<file path="src/rtl/oerv_dbus_wr.sv">
// oerv_dbus_wr: collects the rs2 store operand as four 8-bit beats (LSB first),
// replicates it across byte lanes according to the access size, derives the
// byte selects from size and address offset, and runs one data-bus write.
// Optional build macro: OERV_MISALIGN_TRAP_EN -- when defined, misaligned half
// and word stores are rejected with a one-cycle o_misalign pulse instead of
// being issued on the bus.
module oerv_dbus_wr (
    input  logic        i_clk,
    input  logic        i_rst_n,
    input  logic        i_st_en,
    input  logic        i_cnt_en,
    input  logic [7:0]  i_dat,
    input  logic [1:0]  i_size,
    input  logic [1:0]  i_lsb,
    output logic        o_busy,
    output logic        o_dbus_cyc,
    output logic        o_dbus_we,
    output logic [31:0] o_dbus_dat,
    output logic [3:0]  o_dbus_sel,
    input  logic        i_dbus_ack,
    output logic        o_done,
    output logic        o_misalign
);

    typedef enum logic [1:0] {
        IDLE    = 2'd0,
        COLLECT = 2'd1,
        REQ     = 2'd2
    } state_t;

    state_t      state_q;
    state_t      state_d;
    logic [1:0]  cnt_q;
    logic [31:0] dat_q;
    logic [31:0] word_nxt;
    logic        beat_acc;
    logic        last_beat;
    logic        misalign;
    logic        issue;
    logic        ack_req;

    // Place the assembled word on the byte lanes the access size can hit.
    function automatic logic [31:0] lane_replicate(input logic [31:0] w,
                                                   input logic [1:0]  size);
        logic [31:0] r;
        case (size)
            2'b00:   r = {4{w[7:0]}};
            2'b01:   r = {2{w[15:0]}};
            default: r = w;
        endcase
        return r;
    endfunction

    // Byte enables from access size and address offset; a half only looks at
    // lsb[1], a word ignores the offset entirely.
    function automatic logic [3:0] byte_select(input logic [1:0] size,
                                               input logic [1:0] lsb);
        logic [3:0] r;
        case (size)
            2'b00:   r = 4'b0001 << lsb;
            2'b01:   r = lsb[1] ? 4'b1100 : 4'b0011;
            default: r = 4'b1111;
        endcase
        return r;
    endfunction

    // Beats are only taken while not busy on the bus; REQ ignores i_cnt_en.
    assign beat_acc  = i_cnt_en && i_st_en && (state_q != REQ);
    assign last_beat = beat_acc && (cnt_q == 2'd3);
    assign word_nxt  = {i_dat, dat_q[31:8]};
    assign ack_req   = (state_q == REQ) && i_dbus_ack;

`ifdef OERV_MISALIGN_TRAP_EN
    assign misalign = ((i_size == 2'b01) && i_lsb[0]) ||
                      (i_size[1] && (i_lsb != 2'b00));
`else
    assign misalign = 1'b0;
`endif

    assign issue     = last_beat && !misalign;
    assign o_busy    = (state_q != IDLE);
    assign o_dbus_we = 1'b1;

    // State register.
    always_ff @(posedge i_clk) begin
        if (!i_rst_n) begin
            state_q <= IDLE;
        end else begin
            state_q <= state_d;
        end
    end

    // Next-state logic: collect four beats, then either request or drop.
    always_comb begin
        state_d = state_q;
        case (state_q)
            IDLE: begin
                if (beat_acc) begin
                    state_d = COLLECT;
                end
            end
            COLLECT: begin
                if (last_beat) begin
                    state_d = misalign ? IDLE : REQ;
                end
            end
            REQ: begin
                if (i_dbus_ack) begin
                    state_d = IDLE;
                end
            end
            default: state_d = IDLE;
        endcase
    end

    // Beat counter and shift register assembling the store word LSB first.
    always_ff @(posedge i_clk) begin
        if (!i_rst_n) begin
            cnt_q <= 2'd0;
            dat_q <= 32'd0;
        end else if (beat_acc) begin
            cnt_q <= cnt_q + 2'd1;
            dat_q <= word_nxt;
        end
    end

    // Bus request: data and selects latched at the 4th beat, held until ack.
    always_ff @(posedge i_clk) begin
        if (!i_rst_n) begin
            o_dbus_cyc <= 1'b0;
            o_dbus_dat <= 32'd0;
            o_dbus_sel <= 4'd0;
            o_done     <= 1'b0;
        end else begin
            o_done <= ack_req;
            if (issue) begin
                o_dbus_cyc <= 1'b1;
                o_dbus_dat <= lane_replicate(word_nxt, i_size);
                o_dbus_sel <= byte_select(i_size, i_lsb);
            end else if (ack_req) begin
                o_dbus_cyc <= 1'b0;
            end
        end
    end

`ifdef OERV_MISALIGN_TRAP_EN
    // One-cycle pulse for a store rejected at its 4th beat.
    always_ff @(posedge i_clk) begin
        if (!i_rst_n) begin
            o_misalign <= 1'b0;
        end else begin
            o_misalign <= last_beat && misalign;
        end
    end
`else
    assign o_misalign = 1'b0;
`endif

endmodule

</file>
<file path="config.mk">
export PLATFORM = sky130hd
export DESIGN_NAME = oerv_dbus_wr
export DESIGN_NICKNAME = d
export VERILOG_FILES = /design/src/rtl/oerv_dbus_wr.sv
export SDC_FILE = /design/constraint.sdc
export NUM_CORES = 1
export LEC_CHECK = 0
export ABC_AREA = 1
export BUFFER_PORTS_ARGS = -buffer_cell sky130_fd_sc_hd__buf_2
export CORE_ASPECT_RATIO = 0.6
export CORE_UTILIZATION = 45
export DETAILED_ROUTE_END_ITERATION = 8
export PLACE_DENSITY_LB_ADDON = 0.3
export SYNTH_ARGS = -nofsm -noshare
export SYNTH_HDL_FRONTEND = slang
export SYNTH_SLANG_ARGS = --single-unit
export TNS_END_PERCENT = 10
</file>
<file path="constraint.sdc">
create_clock -name i_clk -period 1.3 [get_ports i_clk]
set_input_delay 0 -clock i_clk [delete_from_list [all_inputs] [get_ports i_clk]]
set_output_delay 0 -clock i_clk [all_outputs]
set_load 0.05 [all_outputs]
</file>
## Word level (Yosys, flattened, before mapping)

Cells that the tools add are included.
W data, S select, Z words.

| word-level totals | value |
|---|---|
| register bits after elaboration | 74 |
| word-level logic and storage cells | 35 |

| cells by class | value |
|---|---|
| add/sub/neg operators | 1 |
| equality and inequality tests | 8 |
| shift-type cells | 1 |
| mux-type cells | 9 |
| reduce and logical (&&, ||, !) cells | 9 |

Operators with widths:

| operator | count |
|---|---|
| $pmux W32 S2 | 1 |
| $ne A2 B2 Y1 const B | 4 |
| $pmux W4 S2 | 1 |
| $mux W2 | 3 |
| $pmux W2 S3 | 1 |
| $eq A2 B1 Y1 const B | 2 |
| $eq A2 B2 Y1 const B | 2 |
| $logic_and A1 B1 Y1 | 4 |
| $logic_not A2 Y1 | 2 |
| $mux W4 | 1 |
| $reduce_bool A2 Y1 | 2 |
| $shl A1 B2 Y4 const A | 1 |
| $reduce_and A3 Y1 | 1 |
| $add A2 B1 Y2 const B | 1 |
| $mux W1 | 2 |

## Depth between registers and ports, before layout

| logic depth | value |
|---|---|
| depth in word-level cells | 5 |
| gate-level depth with buffers | 8 |
| depth with buffers taken out | 7 |

## Least setup slack after synthesis

OpenSTA, ideal clock, no wires.

| path | value |
|---|---|
| path type | register to register |
| start | register cnt_q[0] |
| end | register o_dbus_dat[7] |
| setup time | 113 ps |
| arrival | 987 ps |
| required time | 1187 ps |
| slack | 200 ps |
| stages on the path, launching flop included | 7 |
| buffers on the path | 2 |
| path through | dfxtp_1 > ha_1 > nand3_2 > buf_6 > buf_4 > nor2_1 > nor2_1 |

| on the way | value |
|---|---|
| longest elaborated chain between the ends | 2 |

RTL lines:

| what | RTL line | RTL |
|---|---|---|
| from (decl) | 33 | `logic [1:0] cnt_q;` |
| from (signal assigned) | 122 | `cnt_q <= cnt_q + 2'd1;` |
| $eq A2 B2 Y1 | 69 | `assign last_beat = beat_acc && (cnt_q == 2'd3);` |
| $logic_and A1 B1 Y1 | 69 |  |
| to (signal assigned) | 138 | `o_dbus_dat <= lane_replicate(word_nxt, i_size);` |
| to (decl) | 18 | `output logic [31:0] o_dbus_dat,` |

No other way between the ends.
A chain may end at the register's enable or synchronous reset.

## Final worst setup path

| path | value |
|---|---|
| start | register cnt_q[1] |
| end | register o_dbus_dat[3] |

Same word-level chain as after synthesis.

==> run_results.csv <==
group,metric,value,unit
detailed_routing,vias,2856,
synth,synth_compound_area_share,6.697,%
setup_path,crit_arrival,1.47,ns
synth,yosysSeqAreaShare,44.20,%
synth,yosys.area_share.adder,0.4186,%
setup_path,slowest_delay,0.35,ns
global_route,antenna_found_initial,0,
global_route,grt_pass1_vias,2491,
global_route,grt_start_max_net_pins,65,
clock_network,cts.path.max_buffers,2,
setup_path,cp_common_cell,"nor2_1",
timing,rsz0062_at_grt,"false",
power,power,0.004193,W
synth,synth.avg_cell_area,6.428,sq um
timing,slew_viol_final,0,
detailed_routing,routed_wl,7.189,mm
power,p_per_area,1168,nW/um^2
final_layout,layout.cells.non_filler,608,
place,dpl-instance-area,3263,sq um
clock_network,numCtsBuffers,9,
flow_run,drv_cap,0,
floorplanning,core,6248,sq um
clock_network,clk_pin_slew_worst_paths,0.07,ns
setup_path,start_kind,"register",
timing,finalSetupTns,0,ns
clock_network,cts_tree,"built",
place,place_congestion,0.8098,
synth,synth_cell_type_count,22,
floorplanning,pin_count,58,
final_layout,area_growth,20.13,%
floorplanning,die_h,65.13,microns
floorplanning,initial_core_util,47.84,%
power,power_leakage,1.975,nW
detailed_routing,antenna_left,0,
detailed_routing,wl_per_cell,11.82,microns
clock_network,cts-htree-levels,3,
synth,synth-xor-area-share,0,%
timing,skew,0.008035,ns
synth,synthCells,465,
outcome,status,"complete, no violations",
place,post-place-cells,582,
detailed_routing,drc,0,
setup_path,critPathBufInv,1,
setup_path,cp_cell_sequence,"ha_2 -> nand3_4 -> buf_12 -> nor2_1 -> nor2_1",
place,io_buffer_count,55,
setup_path,crit_slowest_cell,"dfxtp_1",
synth,synth_simple_gate_area_share,36.63,%
clock_network,post-cts-setup-buffer-count,0,
floorplanning,die-area,6983,sq um
global_route,grt_pass1_wl,11.81,mm
final_layout,drive_gt1_share,16.60,%
clock_network,clk_latency,0.34,ns
detailed_routing,drt_iter0_drc,175,
setup_path,end_kind,"register",
timing,relSlewSlack,59.88,%
detailed_routing,drt_pass1_iterations,4,
synth,synth_area,2989,sq um
synth,yosys_warnings,0,
timing,hold_viol,0,
timing,fmax,801.3,MHz
min_path,hold_path.class,"primary input to register",
final_layout,design_area,3591,sq um
setup_path,path_class,"register to register",
final_layout,diodes,0,
global_route,grt_usage,22.15,%
timing,tightestPinTransition,0.6012,ns
place,dpl.hpwl,4.689,mm
synth,synth_top_family_by_area,"simple AND/OR/NAND/NOR gates",
timing,fin_crit,1.248,ns
synth,synth_fp_nets,483,
setup_path,critPathTopFamily,"simple AND/OR/NAND/NOR gates",
synth,synth_mux_area_share,0,%
power,max-vdd-ir-drop,0.5636,mV
setup_path,cp_max_fo,26,
clock_network,clock-sinks,66,
synth,ys_ff_latch,66,
floorplanning,rows,22,
timing,finalCritPeriodShare,95.99,%
setup_path,worst-endpoint-required,1.53,ns
detailed_routing,routed_via_density,4.697,
clock_network,cts-root-buf,"clkbuf_8",
global_route,grt_overflow,0,
final_layout,layout.nets,537,
timing,finalSetupViolCount,0,
floorplanning,die_x,107.2,microns
## worst paths after layout
path | cells past startpoint | slack [ns] | end | start
worst max-delay path | 5 | 0.05 | o_dbus_dat[3]$_SDFFE_PN0P_ | cnt_q[1]$_SDFFE_PN0P_
worst min-delay path | 4 | 0.03 | o_dbus_sel[1]$_SDFFE_PN0P_ | i_lsb[1]
worst max register to register | 5 | 0.05 | o_dbus_dat[3]$_SDFFE_PN0P_ | cnt_q[1]$_SDFFE_PN0P_
worst min register to register | 2 | 0.50 | dat_q[30]$_SDFFE_PN0P_ | dat_q[30]$_SDFFE_PN0P_
## worst min-delay path, delay by kind of cell
| kind | cells | cell delay, ns |
|---|---|---|
| buffers and inverters | 1 | 0.09 |
| AO/OA/AOI/OAI | 1 | 0.10 |
| AND/OR/NAND/NOR | 2 | 0.14 |
## state kept, by name, summed over array words and instances (netlist names)
signal,cells
cnt_q,2
dat_q,24
o_dbus_cyc,1
o_dbus_dat,32
o_dbus_sel,4
o_done,1
state_q,2
## cells by family (layout without fill, tap and decap cells)
| family | Yosys count | after routing |
|---|---|---|
| AOI/OAI and AO/OA | 40 | 40 |
| adders and majority gates | 1 | 1 |
| buffers and inverters | 75 | 134 |
| DFF | 66 | 66 |
| other | 2 | 2 |
| and+or+nand+nor | 281 | 281 |
## cell usage in the layout, fill, tap and decap left out, types with 3 or more instances in the layout
| cell type | instances |
|---|---|
| dlygate4sd3_1 | 9 |
| nor2_1 | 128 |
| buf_2 | 55 |
| clkbuf_8 | 12 |
| nand2_1 | 130 |
| nand3_1 | 17 |
| o21ai_1 | 3 |
| o21ai_0 | 35 |
| inv_1 | 44 |
| dfxtp_1 | 64 |
## stage by stage
step,setup WS (ns),utilization (%),hold slack [ns]
finish,0.05207,57.47,0.02933
global route,0.01112,57.47,0.07801
CTS,0.06661,56.71,0.01703
detailed placement,0.07929,52.22,0.2811
global placement,0.1126,52.22,0.2631
floorplan,0.2002,-,0.1474
## area by class of cell
cell class	instances	area, sq um
Multi-Input combinational cell	324	1325
Timing Repair Buffer	71	467.9
Sequential cell	66	1324
Tap cell	84	105.1
Clock inverter	4	25.02
Clock buffer	12	165.2
Inverter	47	178.9
Fill cell	636	2658
## synth_stat cells (all sizes together)
cell	n	area share (%)
clkbuf	4	0.50
inv	46	5.8
ha	1	0.42
a21oi	2	0.33
dfxtp	66	44
conb	2	0.25
nand2	132	17
o21ai	38	6.4
nor3	1	0.17
nand3	18	3.2
nand3b	1	0.25
buf	24	5.4
nor2	129	16
clkinv	1	0.13
## timing repair
action	in CTS	in global routing
hold endpoints to repair	9	0
setup endpoints to repair	0	41
hold buffers	9	0
gates resized for setup	0	8
## metal layers
| layer | share of wire (%) | global-route usage [%] | wire (microns) | up-vias |
|---|---|---|---|---|
| met5 | 0 | 0 | 0 | - |
| met4 | 1.1 | 7.021 | 76 | 0 |
| met3 | 9.4 | 6.647 | 677 | 8 |
| met2 | 40 | 31.05 | 2884 | 108 |
| met1 | 49 | 32.16 | 3549 | 1238 |
| li1 | - | - | - | 1502 |
## power by group
group          internal, W  switching (W)
logic             0.000145       0.000285
clock network     0.000841       0.000781
registers          0.00209      0.0000547
total              0.00307        0.00112
(Power assumes the default switching activity.)
